===== config.mk =====
export PLATFORM = sky130hd
export DESIGN_NAME = instruction_fetch
export DESIGN_NICKNAME = d
export VERILOG_FILES = /design/src/rtl/instruction_fetch.sv
export SDC_FILE = /design/constraint.sdc
export NUM_CORES = 1
export LEC_CHECK = 0
export CAP_MARGIN = 15
export CORE_MARGIN = 3
export CORE_UTILIZATION = 51
export CTS_CLUSTER_DIAMETER = 200
export DETAILED_ROUTE_END_ITERATION = 6
export PLACE_DENSITY = 0.8
export SYNTH_ARGS = -nofsm -noshare
export SYNTH_HDL_FRONTEND = slang
export SYNTH_SLANG_ARGS = --single-unit

===== constraint.sdc =====
create_clock -name clk -period 5.2 [get_ports clk]
set_clock_uncertainty 0.2 [all_clocks]
set_input_delay 1.56 -clock clk [delete_from_list [all_inputs] [get_ports clk]]
set_output_delay 1.56 -clock clk [all_outputs]
set_load 0.02 [all_outputs]

===== src/rtl/instruction_fetch.sv =====
// IF stage with IF/ID pipeline register: owns the word-addressed PC, fetches over a req/ack
// handshake, redirects on decode branches and parks one fetched word while stalled.
module instruction_fetch #(
    parameter int unsigned         PC_WIDTH   = 10,
    parameter int unsigned         DATA_WIDTH = 32,
    parameter logic [DATA_WIDTH-1:0] NOP      = '0
) (
    input  logic                  clk,
    input  logic                  reset,
    input  logic                  stall,
    input  logic                  pc_sel,
    input  logic [PC_WIDTH-1:0]   jump_address,
    output logic                  imem_req,
    output logic [PC_WIDTH-1:0]   imem_addr,
    input  logic                  imem_ack,
    input  logic [DATA_WIDTH-1:0] imem_rdata,
    output logic [DATA_WIDTH-1:0] instruc,
    output logic [PC_WIDTH-1:0]   current_PC,
    output logic                  if_valid
);

    typedef enum logic [1:0] {StIdle, StFetch, StHold} state_e;

    state_e                state_q, state_d;
    logic [PC_WIDTH-1:0]   pc_q, pc_d;
    logic [PC_WIDTH-1:0]   cur_pc_q, cur_pc_d;
    logic [PC_WIDTH-1:0]   buf_pc_q, buf_pc_d;
    logic [DATA_WIDTH-1:0] instr_q, instr_d;
    logic [DATA_WIDTH-1:0] buf_instr_q, buf_instr_d;
    logic                  valid_q, valid_d;
    logic                  redirect;
    logic [PC_WIDTH-1:0]   pc_inc;

    assign pc_inc   = pc_q + PC_WIDTH'(1);
    // A branch decision only counts for a real, non-stalled instruction in IF/ID.
    assign redirect = pc_sel && valid_q && !stall;

    always_comb begin
        state_d     = state_q;
        pc_d        = pc_q;
        cur_pc_d    = cur_pc_q;
        instr_d     = instr_q;
        valid_d     = valid_q;
        buf_instr_d = buf_instr_q;
        buf_pc_d    = buf_pc_q;

        if (redirect) begin
            // Any ack arriving this cycle belongs to the wrong path and is dropped.
            pc_d        = jump_address;
            instr_d     = NOP;
            valid_d     = 1'b0;
            buf_instr_d = NOP;
            buf_pc_d    = '0;
            state_d     = StFetch;
        end else begin
            unique case (state_q)
                StIdle: state_d = StFetch;
                StFetch: begin
                    if (imem_ack) begin
                        pc_d = pc_inc;
                        if (stall) begin
                            buf_instr_d = imem_rdata;
                            buf_pc_d    = pc_inc;
                            state_d     = StHold;
                        end else begin
                            instr_d  = imem_rdata;
                            cur_pc_d = pc_inc;
                            valid_d  = 1'b1;
                        end
                    end else if (!stall) begin
                        instr_d = NOP;
                        valid_d = 1'b0;
                    end
                end
                StHold: begin
                    if (!stall) begin
                        instr_d  = buf_instr_q;
                        cur_pc_d = buf_pc_q;
                        valid_d  = 1'b1;
                        state_d  = StFetch;
                    end
                end
                default: state_d = StIdle;
            endcase
        end
    end

    always_ff @(posedge clk or posedge reset) begin
        if (reset) begin
            state_q     <= StIdle;
            pc_q        <= '0;
            cur_pc_q    <= '0;
            instr_q     <= NOP;
            valid_q     <= 1'b0;
            buf_instr_q <= NOP;
            buf_pc_q    <= '0;
        end else begin
            state_q     <= state_d;
            pc_q        <= pc_d;
            cur_pc_q    <= cur_pc_d;
            instr_q     <= instr_d;
            valid_q     <= valid_d;
            buf_instr_q <= buf_instr_d;
            buf_pc_q    <= buf_pc_d;
        end
    end

    assign imem_req   = (state_q == StFetch);
    assign imem_addr  = pc_q;
    assign instruc    = instr_q;
    assign current_PC = cur_pc_q;
    assign if_valid   = valid_q;

endmodule


# Word level (Yosys, flattened, before mapping)

Cells that the tools add are included.

Bits in registers: 97
Output and inout port bits: 54
Word-level logic and storage cells: 65

Add/sub/neg operators: 1
Eq/ne operators: 10
Muxes and demuxes: 31
Bitwise logic cells: 1
Reductions and logical operators: 15

Operator list:

| kind                                                                     | number |
|---|---|
| 32-bit 2-to-1 mux                                                        | 9 |
| 10-bit 2-to-1 mux                                                        | 10 |
| 32-bit one-hot mux with 2 select lines                                   | 1 |
| 10-bit one-hot mux with 2 select lines                                   | 1 |
| 10-bit by 1-bit adder with 10-bit output (second input constant)         | 1 |
| 3-bit AND reduction                                                      | 3 |
| 2-bit 2-to-1 mux                                                         | 4 |
| 2-bit nonzero test                                                       | 4 |
| 3-bit by 2-bit inequality test with 1-bit output (second input constant) | 2 |
| 2-bit one-hot mux with 3 select lines                                    | 1 |
| 5-bit AND reduction                                                      | 1 |
| 1-bit 2-to-1 mux                                                         | 4 |
| 2-bit inequality test (second input constant)                            | 2 |
| 4-bit by 2-bit inequality test with 1-bit output (second input constant) | 1 |
| 2-bit AND reduction                                                      | 2 |
| 3-bit by 1-bit inequality test with 1-bit output (second input constant) | 1 |
| 3-bit inequality test (second input constant)                            | 1 |
| 3-bit nonzero test                                                       | 1 |
| 2-bit by 1-bit equality test with 1-bit output (second input constant)   | 1 |
| 2-bit equality test (second input constant)                              | 1 |
| 1-bit logical AND                                                        | 2 |
| 2-bit logical NOT                                                        | 1 |
| 2-bit by 1-bit inequality test with 1-bit output (second input constant) | 1 |
| 1-bit one-hot mux with 2 select lines                                    | 1 |
| other kinds (2)                                                          | 2 |

# Longest topological paths before layout

Gate-level depths: netlist of run 1.

Word-level depth: 5
Gate-level depth with buffers: 8
Mapped depth without buffers: 5

# Worst setup path after synthesis of run 1

Ideal clock, no wire load.

Path type: input port to flip-flop
Start: in imem_ack
End: reg buf_pc_q[5]
Setup time: 0.124 ns
Arrival time: 2.574 ns
Required time: 4.876 ns
Setup slack: 2.302 ns
Stages: 8
Path buffers: 4
Path through: buf_2 -> and3b_1 -> buf_2 -> and2_1 -> buf_6 -> buf_6 -> nor2_1 -> nor3_2

Longest elaborated chain between the ends: 2

RTL lines:

| item                                 | line | text |
|---|---|---|
| start, declared                      | 15   | `input logic imem_ack,` |
| 2-bit nonzero test (no source line)  | --   |  |
| 3-bit AND reduction (no source line) | --   |  |
| end signal, assigned                 | 104  | `buf_pc_q <= buf_pc_d;` |
| end, declared                        | 27   | `logic [PC_WIDTH-1:0] buf_pc_q, buf_pc_d;` |

No other way between the ends.
A chain may end at the register's enable or synchronous reset.

# Final worst setup path of run 1

Start: in imem_ack
End: reg buf_pc_q[2]

The elaborated chain is that of the path after synthesis.

==> results.txt, run 1 <==
----------------------------------------------------
[Logic synthesis]
  Post-synthesis share of cell area spent on full adders, half adders and majority gates ... 0.2623%
  Post-synth design cell area ... 0.004770 mm²
  Count of mapped cells out of synthesis ... 514
  Dominant combinational cell family by area after synthesis ... simple AND/OR/NAND/NOR gates
  Count of distinct cell types in the synthesized netlist ... 43
  Multiplexer area fraction after synthesis ... 0.4197%
  Warning count from the yosys run ... 0
  Synth Area per Inst ... 9.279 µm²
  Sequential cell area fraction in the yosys report ... 50.89%
  Net Count, Synth ... 562
  Post-synthesis async set-or-reset flop share ... 100.0%
  Compound-Gate Fraction of Synth Area ... 16.63%
  Post-Synth Simple-Gate Area ... 23.45%
  Register bit count reported by yosys ... 97
  Xor-xnor portion of the synthesized cell area ... 2.938%
  Leading register cell type out of synthesis ... sky130_fd_sc_hd__dfrtp_1
  Number of enable flip-flop cells after synthesis ... 0

[Layout]
  Share of post-route cells with drive strength above 1 ... 9.966%
  Post-synthesis to final-layout area growth ... 25.21%
  Count of inserted antenna diode cells ... 0
  Final Non-Filler Cells ... 700
  Number of inserted filler cells in the final layout ... 700
  Area of the multi-input gates ... 0.002101 mm²
  Summed area of non-filler cells in the final layout ... 0.005972 mm²
  Final Net Count ... 635
  Total area of sequential cells ... 0.002427 mm²

[Timing]
  Final clock period utilization by the worst path ... 70.68%
  Slew @ Worst Pin ... 999.7 ps
  Number of setup violations in the final report ... 0
  Relative slew margins ... 33.21%
  Highest attainable clock frequency ... 272.1 MHz
  Max-slew violation count ... 0
  Clock period minus worst slack ... 3675 ps
  Count of final hold-check violations ... 0
  Setup repair after global routing missed its margin ... false
  Minimum hold slack ... 288.6 ps
  Setup TNS after final layout ... 0 ps

[Route]
  Detailed-route wire length per cell ... 16.42 µm
  DRC marker count from the first detailed-route iteration ... 222
  DRC errors left ... 0
  Antenna Nets Post-Route ... 0
  Drt via density ... 5.787
  Number of search-and-repair iterations in the first detailed-routing pass ... 4
  Post-Route WL ... 11500 µm
  Routed vias ... 4051

[CTS]
  Total of cells resized after clock tree synthesis ... 0
  CTS tree ... yes
  Latest clock arrival within the worst-skew pair ... 370 ps
  Post-CTS Hold Buffers ... 0
  Root buf cell ... sky130_fd_sc_hd__clkbuf_8
  Clock tree sinks ... 97
  Cts bufs inserted ... 9
  Clock transition at the registers of the reported paths ... 100 ps
  Number of levels in the clock H-tree ... 3
  Setup bufs post-CTS ... 0
  Largest buffer count on any clock path ... 2

[Die]
  # IOs ... 101
  Starting utilization of the core area ... 53.64%
  Number of cell rows ... 34
  CORE AREA ... 0.008891 mm²
  Die width ... 102.7 µm
  Die Y ... 102.7 µm
  Total die area ... 0.01055 mm²

[Setup path]
  Highest-delay cell along the critical path ... sky130_fd_sc_hd__and2_2
  Critical-path maximum fanout ... 46
  Sort of element at the end of the critical path ... flop
  Critical path, cell by cell ... clkdlybuf4s50_1 > buf_4 > and3b_1 > and2_2 > nor2_1 > a211oi_2
  Required time at the worst-slack endpoint ... 5300 ps
  Start-to-end type of the worst setup path ... in -> reg
  Delay contributed by the slowest stage of the critical path ... 740 ps
  WP data arrival ... 3770 ps
  Launching element type of the critical path ... primary input

[Placed design]
  Post-detailed-placement half-perimeter wirelength ... 7423 µm
  GPL Wtd Cong ... 0.8159
  Cell area after placement ... 0.005751 mm²
  # port buffers ... 100
  Total instance count after detailed placement ... 684

[Power and ir drop]
  Power per cell area ... 470.3 mW/mm²
  Peak supply drop ... 341.7 µV
  Leak ... 2.665 nW

[Global route]
  Combined global-route utilization of all metal layers ... 22.76%
  Overflow left after global routing ... 0
  Vias in the first global route ... 3927
  Maximum number of pins on one net before global-route repair ... 55
  Number of antenna violations at the first check in global routing ... 0
  First-pass GRT wire length ... 18890 µm

[Job]
  Maximum capacitance violations ... 0

[Worst hold path]
  Type of the worst min-delay path ... reg -> reg

[Outcome]
  Status ... finished, final reports clean

----------------------------------------------------
## cells in the final DEF, fill, tap and decap left out, drive strengths merged, types with 2 or more instances in the layout
master / n
a21boi: 2
a21oi: 42
a31oi: 2
and3: 32
buf: 8
bufinv: 2
clkbuf: 12
clkdlybuf4s50: 100
dfrtp: 97
inv: 3
mux2i: 2
nand2: 125
nand2b: 3
nand3: 40
nand4: 3
nor2: 18
nor3: 10
nor4: 2
o211ai: 4
o21ai: 21
o31ai: 33
xnor2: 13
xor2: 3
## cells by family (layout without fill, tap and decap cells)
kind of cell / count (synthesis) / count (layout)
compound gates: 109 / 109
xor+xnor: 16 / 16
fa+ha+maj: 1 / 1
buf+inv: 49 / 127
flops: 97 / 97
mux: 2 / 2
simple gates: 240 / 240
## final cells by class
class / count / area share [%]
repair buffers: 108 / 17.98
clock inverters: 4 / 1.278
inverters: 3 / 0.2305
clock buffers: 12 / 2.430
well taps: 108 / 2.263
flip-flops and latches: 97 / 40.65
multi-input cells: 368 / 35.18
## metal layers
layer / vias up / track usage (%) / share of wire, %
met2: 167 / 37.04 / 48
met1: 1957 / 30.63 / 43
met3: 12 / 5.548 / 7.8
met4: 0 / 6.155 / 1.3
met5: - / 0 / 0
li1: 1915 / - / -
## flip-flops by register name (all words and copies together) (netlist names)
name,cells
imem_addr,10
buf_instr_q,32
if_valid,1
current_PC,10
buf_pc_q,10
state_q,2
instruc,32
## cells in the mapped netlist (2+ instances only)
library cell,count,area (µm²)
sky130_fd_sc_hd__nand3_1,40,200.2
sky130_fd_sc_hd__a21oi_1,41,205.2
sky130_fd_sc_hd__nor2_1,18,67.56
sky130_fd_sc_hd__nand2_1,125,469.2
sky130_fd_sc_hd__nand4_1,2,12.51
sky130_fd_sc_hd__a31oi_1,2,12.51
sky130_fd_sc_hd__nor3_2,2,20.02
sky130_fd_sc_hd__clkbuf_1,19,71.32
sky130_fd_sc_hd__inv_1,3,11.26
sky130_fd_sc_hd__o211ai_1,4,30.03
sky130_fd_sc_hd__xor2_1,3,26.28
sky130_fd_sc_hd__dfrtp_1,97,2427
sky130_fd_sc_hd__nand2b_1,3,18.77
sky130_fd_sc_hd__o21ai_0,9,45.04
sky130_fd_sc_hd__nor4_1,2,12.51
sky130_fd_sc_hd__buf_2,20,100.1
sky130_fd_sc_hd__mux2i_1,2,20.02
sky130_fd_sc_hd__nor3_1,8,40.04
sky130_fd_sc_hd__o31ai_1,9,67.56
sky130_fd_sc_hd__xnor2_1,13,113.9
sky130_fd_sc_hd__o21ai_1,11,55.05
sky130_fd_sc_hd__o31ai_2,24,300.3
sky130_fd_sc_hd__and3_1,32,200.2
sky130_fd_sc_hd__buf_6,6,67.56
## worst paths after layout
kind / from / end / slack [ps] / cells past startpoint
setup / recovery: imem_ack / buf_pc_q[2]$_DFFE_PP0P_ / 1520 / 6
min in group asynchronous: reset / instruc[28]$_DFFE_PP0P_ / 1460 / 2
hold / removal: instruc[27]$_DFFE_PP0P_ / instruc[27]$_DFFE_PP0P_ / 290 / 2
max in group asynchronous: reset / buf_instr_q[5]$_DFFE_PP0P_ / 2560 / 3
hold reg to reg: instruc[27]$_DFFE_PP0P_ / instruc[27]$_DFFE_PP0P_ / 290 / 2
setup reg to reg: state_q[1]$_DFFE_PP0P_ / current_PC[6]$_DFFE_PP0P_ / 2860 / 4
## metrics by stage
step           setup slack [ps]  power [mW]  utilization (%)
5_1_grt                    1263       2.979            67.17
3_5_place_dp               1161       2.267            64.68
3_3_place_gp               1194       2.228            64.68
4_1_cts                    1534       2.818            67.17
2_1_floorplan             906.3       1.825                -
6_report                   1525       2.809            67.17
## critical path, delay by kind of cell
kind / cells / cell delay [ps]
compound gates: 1 / 210
buf+inv: 2 / 750
simple gates: 3 / 1200
## report_power, final
group,leakage [nW],internal (mW),total [mW],switching [mW]
combinational,1.31,0.491,1.07,0.576
clock,0.107,0.286,0.551,0.266
sequential,1.24,0.990,1.19,0.200
Note: power is estimated with default switching activity, not from simulation.
==> run 2, diff against run 1 <==
==> constraint.sdc (replaced) <==
create_clock -name clk -period 3.75 [get_ports clk]
set_clock_uncertainty 0.2 [all_clocks]
set_input_delay 1.125 -clock clk [delete_from_list [all_inputs] [get_ports clk]]
set_output_delay 1.125 -clock clk [all_outputs]
set_load 0.02 [all_outputs]
==> results.txt, run 2 (same netlist as run 1, synthesis figures left out) <==
----------------------------------------------------
[Placed design]
  Post-detailed-placement half-perimeter wirelength ... 7938 µm
  # port buffers ... 100
  GPL Wtd Cong ... 0.7925
  Worst slack after detailed placement ... 613.4 ps

[Global route]
  Overflow left after global routing ... 0
  Number of antenna violations at the first check in global routing ... 0
  Vias in the first global route ... 3816
  Maximum number of pins on one net before global-route repair ... 44
  First-pass GRT wire length ... 18480 µm
  Combined global-route utilization of all metal layers ... 21.93%

[Die]
  Total die area ... 0.01055 mm²
  Number of cell rows ... 34
  CORE AREA ... 0.008891 mm²
  Die Y ... 102.7 µm
  # IOs ... 101
  Die width ... 102.7 µm
  Starting utilization of the core area ... 53.64%

[Setup path]
  Launch point of the worst reg-to-reg path ... state_q[1]$_DFFE_PP0P_
  Start-to-end type of the worst setup path ... reg -> out
  Required time at the worst-slack endpoint ... 2420 ps
  Launching element type of the critical path ... flop
  Sort of element at the end of the critical path ... primary output
  WP data arrival ... 1760 ps
  Endpoint of the worst-slack reg-to-reg timing path ... current_PC[8]$_DFFE_PP0P_
  Critical-path maximum fanout ... 9
  Minimum setup slack among reg-to-reg paths ... 1440 ps
  Number of cells on the worst reg-to-reg path ... 4

[Layout]
  Number of inserted filler cells in the final layout ... 723
  Post-synthesis to final-layout area growth ... 25.71%
  Share of post-route cells with drive strength above 1 ... 10.87%
  Final Net Count ... 641
  Leading cell types in the layout, fill and taps excluded ... 125 x sky130_fd_sc_hd__nand2_1, 100 x sky130_fd_sc_hd__clkdlybuf4s50_1, 97 x sky130_fd_sc_hd__dfrtp_1
  Count of inserted antenna diode cells ... 0
  Most common cell after layout, fill and taps aside ... sky130_fd_sc_hd__nand2_1
  Total area of sequential cells ... 0.002427 mm²
  Area of the multi-input gates ... 0.002101 mm²

[Route]
  Antenna Nets Post-Route ... 0
  Post-Route WL ... 11190 µm
  DRC marker count from the first detailed-route iteration ... 238
  Number of search-and-repair iterations in the first detailed-routing pass ... 4
  Drt via density ... 5.619
  Detailed-route wire length per cell ... 15.85 µm
  Routed vias ... 3967
  DRC errors left ... 0

[Worst hold path]
  Number of instances on the worst hold path ... 2
  Type of the worst min-delay path ... reg -> reg
  Worst hold endpoint ... instruc[0]$_DFFE_PP0P_
  Startpoint of the lowest-slack hold path ... instruc[0]$_DFFE_PP0P_

[CTS]
  Clock tree sinks ... 97
  Largest buffer count on any clock path ... 2
  Cts bufs inserted ... 9
  Latest clock arrival within the worst-skew pair ... 340 ps
  Post-CTS Hold Buffers ... 0
  Root buf cell ... sky130_fd_sc_hd__clkbuf_8
  Clock transition at the registers of the reported paths ... 90 ps
  Setup bufs post-CTS ... 0
  CTS tree ... yes
  Number of levels in the clock H-tree ... 3
  Total of cells resized after clock tree synthesis ... 0

[Power and ir drop]
  Leak ... 2.675 nW
  Peak supply drop ... 404.3 µV
  Power per cell area ... 624.4 mW/mm²
  PnR Total Power ... 3.744 mW

[Timing]
  Final clock period utilization by the worst path ... 82.33%
  Max-slew violation count ... 0
  Clock period minus worst slack ... 3088 ps
  Setup TNS after final layout ... 0 ps
  Final critical-path setup slack ... 662.5 ps
  Slew @ Worst Pin ... 985.4 ps
  Number of setup violations in the final report ... 0
  Highest attainable clock frequency ... 323.9 MHz
  Relative slew margins ... 34.17%
  Setup repair after global routing missed its margin ... false
  Count of final hold-check violations ... 0

[Outcome]
  Status ... finished, final reports clean

[Job]
  Maximum capacitance violations ... 0

----------------------------------------------------
[run 2: changes by cell type in the layout (fill, tap and decap cells not counted)]
cell,delta
sky130_fd_sc_hd__clkinv_2,+1
sky130_fd_sc_hd__bufinv_16,-2
sky130_fd_sc_hd__buf_12,+2
sky130_fd_sc_hd__clkinvlp_4,+2
sky130_fd_sc_hd__buf_4,+4
sky130_fd_sc_hd__inv_4,-1
[run 2: power breakdown]
group	internal (mW)	switching, mW
combinational	0.690	0.798
clock	0.261	0.355
sequential	1.37	0.267
[run 2: cell type report]
cell class	count	share of cell area, %
flip-flops and latches	97	40.48
multi-input cells	368	35.04
repair buffers	114	19.07
clock buffers	12	2.421
well taps	108	2.254
clock inverters	4	0.4800
inverters	3	0.2504
[run 2: worst max-delay path, stage by stage (launching register included)]
cell                              delay, ps
sky130_fd_sc_hd__dfrtp_1                570
sky130_fd_sc_hd__nand2b_1               150
sky130_fd_sc_hd__inv_1                   90
sky130_fd_sc_hd__clkdlybuf4s50_1        610
[run 2: how the worst max path moves through the flow]
stage	from	end	slack [ps]	cells past startpoint
floorplan	reset	buf_instr_q[0]$_DFFE_PP0P_	1280	1
global placement	imem_ack	buf_instr_q[15]$_DFFE_PP0P_	670	6
detailed placement	imem_ack	buf_instr_q[17]$_DFFE_PP0P_	610	6
CTS	state_q[0]$_DFFE_PP0P_	imem_req	640	3
global route	state_q[0]$_DFFE_PP0P_	imem_req	570	3
finish	state_q[0]$_DFFE_PP0P_	imem_req	660	3
[run 2: metrics by stage]
step                std cells  hold WS [ps]  cell area [µm²]  util [%]
finish                    706         287.2             5996     67.44
global route              706         315.8             5996     67.44
CTS                       706         293.4             5996     67.44
detailed placement        690         272.9             5822     65.48
global placement          690         266.6             5822     65.48
floorplan                 514         266.9             4773         -
[run 2: metal layers]
metal | vias to the layer above | part of all wire (%) | global-route usage (%)
met2 | 129 | 49 | 35.90
met3 | 21 | 5.6 | 3.586
met1 | 1890 | 43 | 29.54
li1 | 1927 | - | -
met4 | 0 | 2.0 | 7.972
met5 | - | 0 | 0
